## config.mk

```make
export PLATFORM = sky130hd
export DESIGN_NAME = strip_timestamp
export DESIGN_NICKNAME = d
export VERILOG_FILES = /design/src/rtl/strip_timestamp.sv
export SDC_FILE = /design/constraint.sdc
export NUM_CORES = 1
export LEC_CHECK = 0
export ABC_AREA = 1
export BUFFER_PORTS_ARGS = -buffer_cell sky130_fd_sc_hd__buf_4
export CAP_MARGIN = 10
export CORE_ASPECT_RATIO = 0.8
export CORE_MARGIN = 5
export CORE_UTILIZATION = 60
export DETAILED_ROUTE_END_ITERATION = 10
export GPL_TIMING_DRIVEN = 0
export PLACE_DENSITY = 0.84
export SYNTH_ARGS = -nofsm -noshare
export SYNTH_HDL_FRONTEND = slang
export SYNTH_SLANG_ARGS = --single-unit
```

## constraint.sdc

```tcl
create_clock -name clk -period 12.78 [get_ports clk]
set_clock_uncertainty 0.1 [all_clocks]
set_input_delay 0.639 -clock clk [delete_from_list [all_inputs] [get_ports clk]]
set_output_delay 0.639 -clock clk [all_outputs]
set_load 0.01 [all_outputs]
```

## src/rtl/strip_timestamp.sv

```systemverilog
// strip_timestamp: removes the trailing timestamp footer from an AXI4-Stream frame and presents it on a sideband.
// Define STRIP_TIMESTAMP_STATS_EN to add saturating frame_cnt/runt_cnt statistics outputs.
module strip_timestamp #(
  parameter int DATA_WIDTH = 8,
  parameter int TIMESTAMP_WIDTH = 72
) (
  input  logic                       clk,
  input  logic                       rst,
  input  logic [DATA_WIDTH-1:0]      s_axis_tdata,
  input  logic [DATA_WIDTH/8-1:0]    s_axis_tkeep,
  input  logic                       s_axis_tvalid,
  output logic                       s_axis_tready,
  input  logic                       s_axis_tlast,
  output logic [DATA_WIDTH-1:0]      m_axis_tdata,
  output logic [DATA_WIDTH/8-1:0]    m_axis_tkeep,
  output logic                       m_axis_tvalid,
  input  logic                       m_axis_tready,
  output logic                       m_axis_tlast,
  output logic [TIMESTAMP_WIDTH-1:0] m_ts_tdata,
  output logic                       m_ts_tvalid,
  input  logic                       m_ts_tready,
  output logic                       runt_err
`ifdef STRIP_TIMESTAMP_STATS_EN
  ,
  output logic [31:0]                frame_cnt,
  output logic [31:0]                runt_cnt
`endif
);
  localparam int FB = TIMESTAMP_WIDTH / DATA_WIDTH;
  localparam int KW = DATA_WIDTH / 8;
  localparam int CW = $clog2(FB + 1);
  typedef enum logic [1:0] {FILL, STREAM, TS_OUT} state_t;
  state_t state_q, state_d;
  logic [CW-1:0] cnt_q, cnt_d;
  logic [DATA_WIDTH-1:0] data_q [FB];
  logic [KW-1:0] keep_q [FB];
  logic [TIMESTAMP_WIDTH-1:0] ts_q, ts_d, footer;
  logic ts_valid_q, ts_valid_d, runt_q, runt_d, shift;
  // Footer as it will sit in the buffer after the final shift: entries 1..FB-1 plus the incoming beat.
  always_comb begin
    footer = '0;
    for (int i = 1; i < FB; i++) footer[(FB-i)*DATA_WIDTH +: DATA_WIDTH] = data_q[i];
    footer[DATA_WIDTH-1:0] = s_axis_tdata;
  end
  always_comb begin
    state_d = state_q;
    cnt_d = cnt_q;
    ts_d = ts_q;
    ts_valid_d = ts_valid_q;
    runt_d = 1'b0;
    shift = 1'b0;
    s_axis_tready = 1'b0;
    m_axis_tvalid = 1'b0;
    m_axis_tlast = 1'b0;
    m_axis_tdata = data_q[0];
    m_axis_tkeep = keep_q[0];
    case (state_q)
      FILL: begin
        s_axis_tready = 1'b1;
        if (s_axis_tvalid && s_axis_tlast) begin
          runt_d = 1'b1;
          cnt_d = '0;
        end else if (s_axis_tvalid) begin
          shift = 1'b1;
          cnt_d = cnt_q + CW'(1);
          state_d = (cnt_q == CW'(FB - 1)) ? STREAM : FILL;
        end
      end
      STREAM: begin
        m_axis_tvalid = s_axis_tvalid;
        m_axis_tlast = s_axis_tlast;
        s_axis_tready = m_axis_tready;
        if (s_axis_tvalid && m_axis_tready) begin
          shift = 1'b1;
          if (s_axis_tlast) begin
            ts_d = footer;
            ts_valid_d = 1'b1;
            state_d = TS_OUT;
          end
        end
      end
      TS_OUT: begin
        if (m_ts_tready) begin
          ts_valid_d = 1'b0;
          cnt_d = '0;
          state_d = FILL;
        end
      end
      default: state_d = FILL;
    endcase
  end
  always_ff @(posedge clk or posedge rst) begin
    if (rst) begin
      state_q <= FILL;
      cnt_q <= '0;
      ts_q <= '0;
      ts_valid_q <= 1'b0;
      runt_q <= 1'b0;
      for (int i = 0; i < FB; i++) begin
        data_q[i] <= '0;
        keep_q[i] <= '0;
      end
    end else begin
      state_q <= state_d;
      cnt_q <= cnt_d;
      ts_q <= ts_d;
      ts_valid_q <= ts_valid_d;
      runt_q <= runt_d;
      if (shift) begin
        for (int i = 0; i < FB - 1; i++) begin
          data_q[i] <= data_q[i+1];
          keep_q[i] <= keep_q[i+1];
        end
        data_q[FB-1] <= s_axis_tdata;
        keep_q[FB-1] <= s_axis_tkeep;
      end
    end
  end
  assign m_ts_tdata = ts_q;
  assign m_ts_tvalid = ts_valid_q;
  assign runt_err = runt_q;
`ifdef STRIP_TIMESTAMP_STATS_EN
  logic [31:0] frame_cnt_q, runt_cnt_q;
  always_ff @(posedge clk or posedge rst) begin
    if (rst) begin
      frame_cnt_q <= '0;
      runt_cnt_q <= '0;
    end else begin
      frame_cnt_q <= frame_cnt_q + 32'((state_q == TS_OUT) && m_ts_tready && !(&frame_cnt_q));
      runt_cnt_q <= runt_cnt_q + 32'(runt_q && !(&runt_cnt_q));
    end
  end
  assign frame_cnt = frame_cnt_q;
  assign runt_cnt = runt_cnt_q;
`endif
endmodule

```

=== Word level (Yosys, flattened, before mapping) ===
Index checks and enable logic that the tools add are counted.

* Add/sub/neg operators: 1
* Equality and inequality tests: 9
* Reductions and logical operators: 9
* Multiplexer cells: 24

{| class="wikitable"
|+ Operators by type and width
! kind !! number
|-
| 4-bit two-way mux || 3
|-
| 1-bit two-way mux || 11
|-
| 2-bit two-way mux || 5
|-
| 2-bit != test, second input constant || 5
|-
| 4-bit one-hot mux with 2 select lines || 1
|-
| 1-bit one-hot mux with 2 select lines || 3
|-
| 2-bit one-hot mux with 3 select lines || 1
|-
| 3-bit AND reduction || 2
|-
| 5-bit AND reduction || 1
|-
| 4-bit by 1-bit adder with 4-bit output, second input constant || 1
|-
| 4-bit == test, second input constant || 1
|-
| 4-bit AND reduction || 1
|-
| 2-bit nonzero test || 2
|-
| 3-bit != test, second input constant || 1
|-
| 2-bit by 1-bit == test with 1-bit output, second input constant || 1
|-
| 2-bit == test, second input constant || 1
|-
| 1-bit logical AND || 2
|-
| 2-bit logical NOT || 1
|}

* Output and inout port bits: 86
* Input port bits: 15
* Word-level logic and storage cells: 66
* Bits in registers: 161

=== Depth between registers and ports, before layout ===
* Depth after elaboration: 5
* Depth in mapped cells: 9
* Mapped depth without buffers: 7

=== Worst setup path after synthesis ===
OpenSTA, ideal clock, no wires.

* Path kind: input port to output port
* Start point: in s_axis_tlast
* End point: out m_axis_tlast
* Cell stages on the path: 2
* Arrival: 906 ps
* Buffers on the path: 0
* Required time: 12041 ps
* Path slack: 11135 ps
* Cells stage by stage: inv_1 -> nor2_1

* Word-level cells in the longest chain between the ends: 1

{| class="wikitable"
|+ RTL lines
! what !! line !! source
|-
| from (decl) || 13 || <nowiki>input logic s_axis_tlast,</nowiki>
|-
| 1-bit two-way mux || 57 || <nowiki>case (state_q)</nowiki>
|-
| to (decl) || 18 || <nowiki>output logic m_axis_tlast,</nowiki>
|}

Every way passes these cells.

=== Worst setup path after layout ===
* Start point: reg state_q[1]
* End point: out m_axis_tvalid

* Word-level cells in the longest chain between the ends: 2

{| class="wikitable"
|+ RTL lines
! what !! line !! source
|-
| from (decl) || 33 || <nowiki>state_t state_q, state_d;</nowiki>
|-
| from (signal assigned) || 104 || <nowiki>state_q <= state_d;</nowiki>
|-
| 2-bit by 1-bit == test with 1-bit output || 57 ||
|-
| 1-bit two-way mux || 57 ||
|-
| to (decl) || 16 || <nowiki>output logic m_axis_tvalid,</nowiki>
|}

Every way passes these cells.

==> impl_metrics.env <==
export IMPL_status="completed"
export IMPL_sw_frac_of_total_pct=26.87
export IMPL_cts_sinks=161
export IMPL_p_switching_w=0.0003323
export IMPL_drv_cap=0
export IMPL_initial_core_util_pct=62.05
export IMPL_yosysSeqAreaShare_pct=62.65
export IMPL_max_stage_delay_ns=0.43
export IMPL_critPathMaxFanout=5
export IMPL_fmax_ghz=0.4878
export IMPL_core_rowCount=33
export IMPL_vias=5383
export IMPL_grt_pass1_wl_um=25370
export IMPL_synthCells=727
export IMPL_p_comb_share_pct=10.3
export IMPL_io_buffer_count=100
export IMPL_ys_types=21
export IMPL_yosysWarnings=0
export IMPL_drive_above_1_share_pct=20.70
export IMPL_reg2reg_slack_ns=10.99
export IMPL_slew_headroom_pct=57.69
export IMPL_gp_congestion=0.8064
export IMPL_synth_xor_area_share_pct=0.2724
export IMPL_cts_root_buffer="clkbuf_16"
export IMPL_synth_flop_cell="dfrtp_1"
export IMPL_path_cells="nor2_2 -> inv_1 -> nor2_1 -> buf_4"
export IMPL_drtIter0Drc=468
export IMPL_cp_end_kind="output pin"
export IMPL_synth_top_family_by_area="simple AND/OR/NAND/NOR gates"
export IMPL_pre_cts_ws_ns=10.78
export IMPL_vdd_drop_max_v=0.0001069
export IMPL_synth_edff_count=0
export IMPL_final_cell_count_no_fill=1000
export IMPL_grt_max_degree=91
export IMPL_fin_crit_ns=2.050
export IMPL_synth_compound_area_share_pct=0.3307
export IMPL_final_setup_worst_slack_ns=10.73
export IMPL_synth_adder_area_share_pct=0.3891
export IMPL_post_dp_hpwl_um=10840
export IMPL_fin_area_um2=7959
export IMPL_antenna_cells=0
export IMPL_cts_buffers=17
export IMPL_die_w_um=125.8
export IMPL_grt_pass1_vias=5329
export IMPL_p_per_area_nw_per_um2=155.4
export IMPL_clockBufferDepth=2
export IMPL_postCtsSetupRepairBufs=0
export IMPL_synth_commonest_cells="396 x nand2_1, 161 x dfrtp_1, 88 x nand3_1, 23 x buf_2, 11 x inv_1"
export IMPL_h_tree_depth=4
export IMPL_hold_violations=0
export IMPL_hold_path_class="primary input to async pin"
export IMPL_fin_tns_setup_ns=0
export IMPL_routed_wl_um=15500
export IMPL_setup_violations_final=0
export IMPL_clock_latency_ns=0.42
export IMPL_grtUsageTotal_pct=24.75
export IMPL_start_kind="flip-flop"
export IMPL_crit_required_ns=12.04
export IMPL_fin_nets=864
export IMPL_p_seq_share_pct=50.5
export IMPL_avgSynthCellArea_um2=8.846
export IMPL_yosysMostFrequentCell="nand2_1"
export IMPL_die_h_um=102.6
export IMPL_yosys_area_top_type="dfrtp_1"
export IMPL_cp_top_family="flip-flops"
export IMPL_finalMaxSlewViolations=0
export IMPL_wl_per_cell_um=15.50
export IMPL_grt_setup_unrepaired="no"
export IMPL_crit_buf_inv=2
export IMPL_clkPwrFrac_pct=39.2
export IMPL_dp_cells=968
export IMPL_vias_per_cell=5.383
export IMPL_crit_start="state_q[1]"
export IMPL_cts_hold_buf=0
export IMPL_fill_cells=720
export IMPL_syn_to_final_growth_pct=23.75
export IMPL_ant_nets=0
export IMPL_cts_resized=0
export IMPL_placed_area_um2=7390
export IMPL_synth_area_um2=6431
export IMPL_ys_ff_latch=161
export IMPL_synth_area_top_cells="dfrtp_1 63%, nand2_1 23%, nand3_1 6.8%"
export IMPL_post_route_period_util_pct=16.04
export IMPL_yosys_area_share_simple_pct=31.07
export IMPL_core_area_um2=10360
export IMPL_grt_overflow_total=0
export IMPL_reg2reg_from="state_q[1]"
export IMPL_drc_errors=0
export IMPL_synth_nets=744
export IMPL_critPathKind="flip-flop to output pin"
export IMPL_cellInternalPower_w=0.0009043
export IMPL_clk_pin_slew_ns=0.06
export IMPL_yosysTopAreaCellShare_pct=62.65
export IMPL_cp_arrival_ns=1.31
export IMPL_worst_pin_slew_ns=0.6341
export IMPL_io_pins=101
export IMPL_cpMaxStageDelayCell="dfrtp_1"
export IMPL_async_flop_share_pct=100.0
export IMPL_cts_tree="done"
export IMPL_muxShareOfSynthArea_pct=0
export IMPL_leakagePower_nw=4.628
export IMPL_antenna_found_initial=0
export IMPL_die_area_um2=12900
export IMPL_firstDrtPassIters=4
[power groups by stage]
stage                     sequential, W  combinational (W)  clock, W
after floorplan                0.000616          0.0000839         0
after global placement         0.000630           0.000118         0
after detailed placement       0.000632           0.000127         0
after CTS                      0.000623           0.000129  0.000487
after global routing           0.000631           0.000144  0.000516
final                          0.000625           0.000128  0.000484
[routing by layer]
layer	share of wire, %	track usage, %
met1	41	30.86
met4	1.8	7.420
met2	50	42.73
met5	0	0
met3	6.7	7.405
[kinds of logic after synthesis]
logic type | after synthesis
flip-flops | 161
buffers and inverters | 62
AO/OA/AOI/OAI | 4
AND/OR/NAND/NOR | 496
adder cells (fa/ha/maj) | 2
XOR/XNOR | 2
[per-stage QoR]
step	hold WS (ns)	utilization, %	total power [W]
after floorplan	0.3427	-	0.0006995
after global placement	0.3545	70.99	0.0007477
after detailed placement	0.3590	71.30	0.0007591
after CTS	0.2418	76.80	0.001240
after global routing	0.2657	76.80	0.001291
final	0.2336	76.80	0.001237
[final cells by class]
cell class | instances | area, um2 | share of cell area (%)
Clock buffer | 18 | 439.2 | 5.518
Tap cell | 140 | 175.2 | 2.201
Clock inverter | 14 | 130.1 | 1.635
Buffer | 49 | 291.5 | 3.663
Sequential cell | 161 | 4029 | 50.62
Multi-Input combinational cell | 504 | 2062 | 25.91
Inverter | 13 | 53.80 | 0.6760
Timing Repair Buffer | 101 | 778.2 | 9.778
[cells in the final DEF, fill, tap and decap left out, drive strengths merged]
cell type    n
o21ai        3
bufinv       1
o22ai        1
clkbuf      26
nand4        1
ha           2
xnor2        1
nand2      397
nand3       89
buf        142
inv         17
clkinvlp     2
dfrtp      161
nor2         9
xor2         1
clkinv       7
[flip-flops by register name, indices dropped and copies added (netlist names)]
name          count
cnt_q             4
keep_q            8
runt_err          1
m_axis_tdata      8
state_q           2
data_q           64
m_axis_tkeep      1
m_ts_tvalid       1
m_ts_tdata       72
[path summary, 6_finish.rpt]
| kind | to | cells after the start |
|---|---|---|
| setup / recovery | m_axis_tvalid | 4 |
| hold / removal | m_ts_tdata[38] | 2 |
| setup reg to reg | m_ts_tdata[11] | 7 |
| hold reg to reg | m_ts_tdata[38] | 2 |
| max in group asynchronous | data_q[33] | 3 |
| min in group clk | keep_q[0] | 3 |
Power figures use the tool's default switching activity.
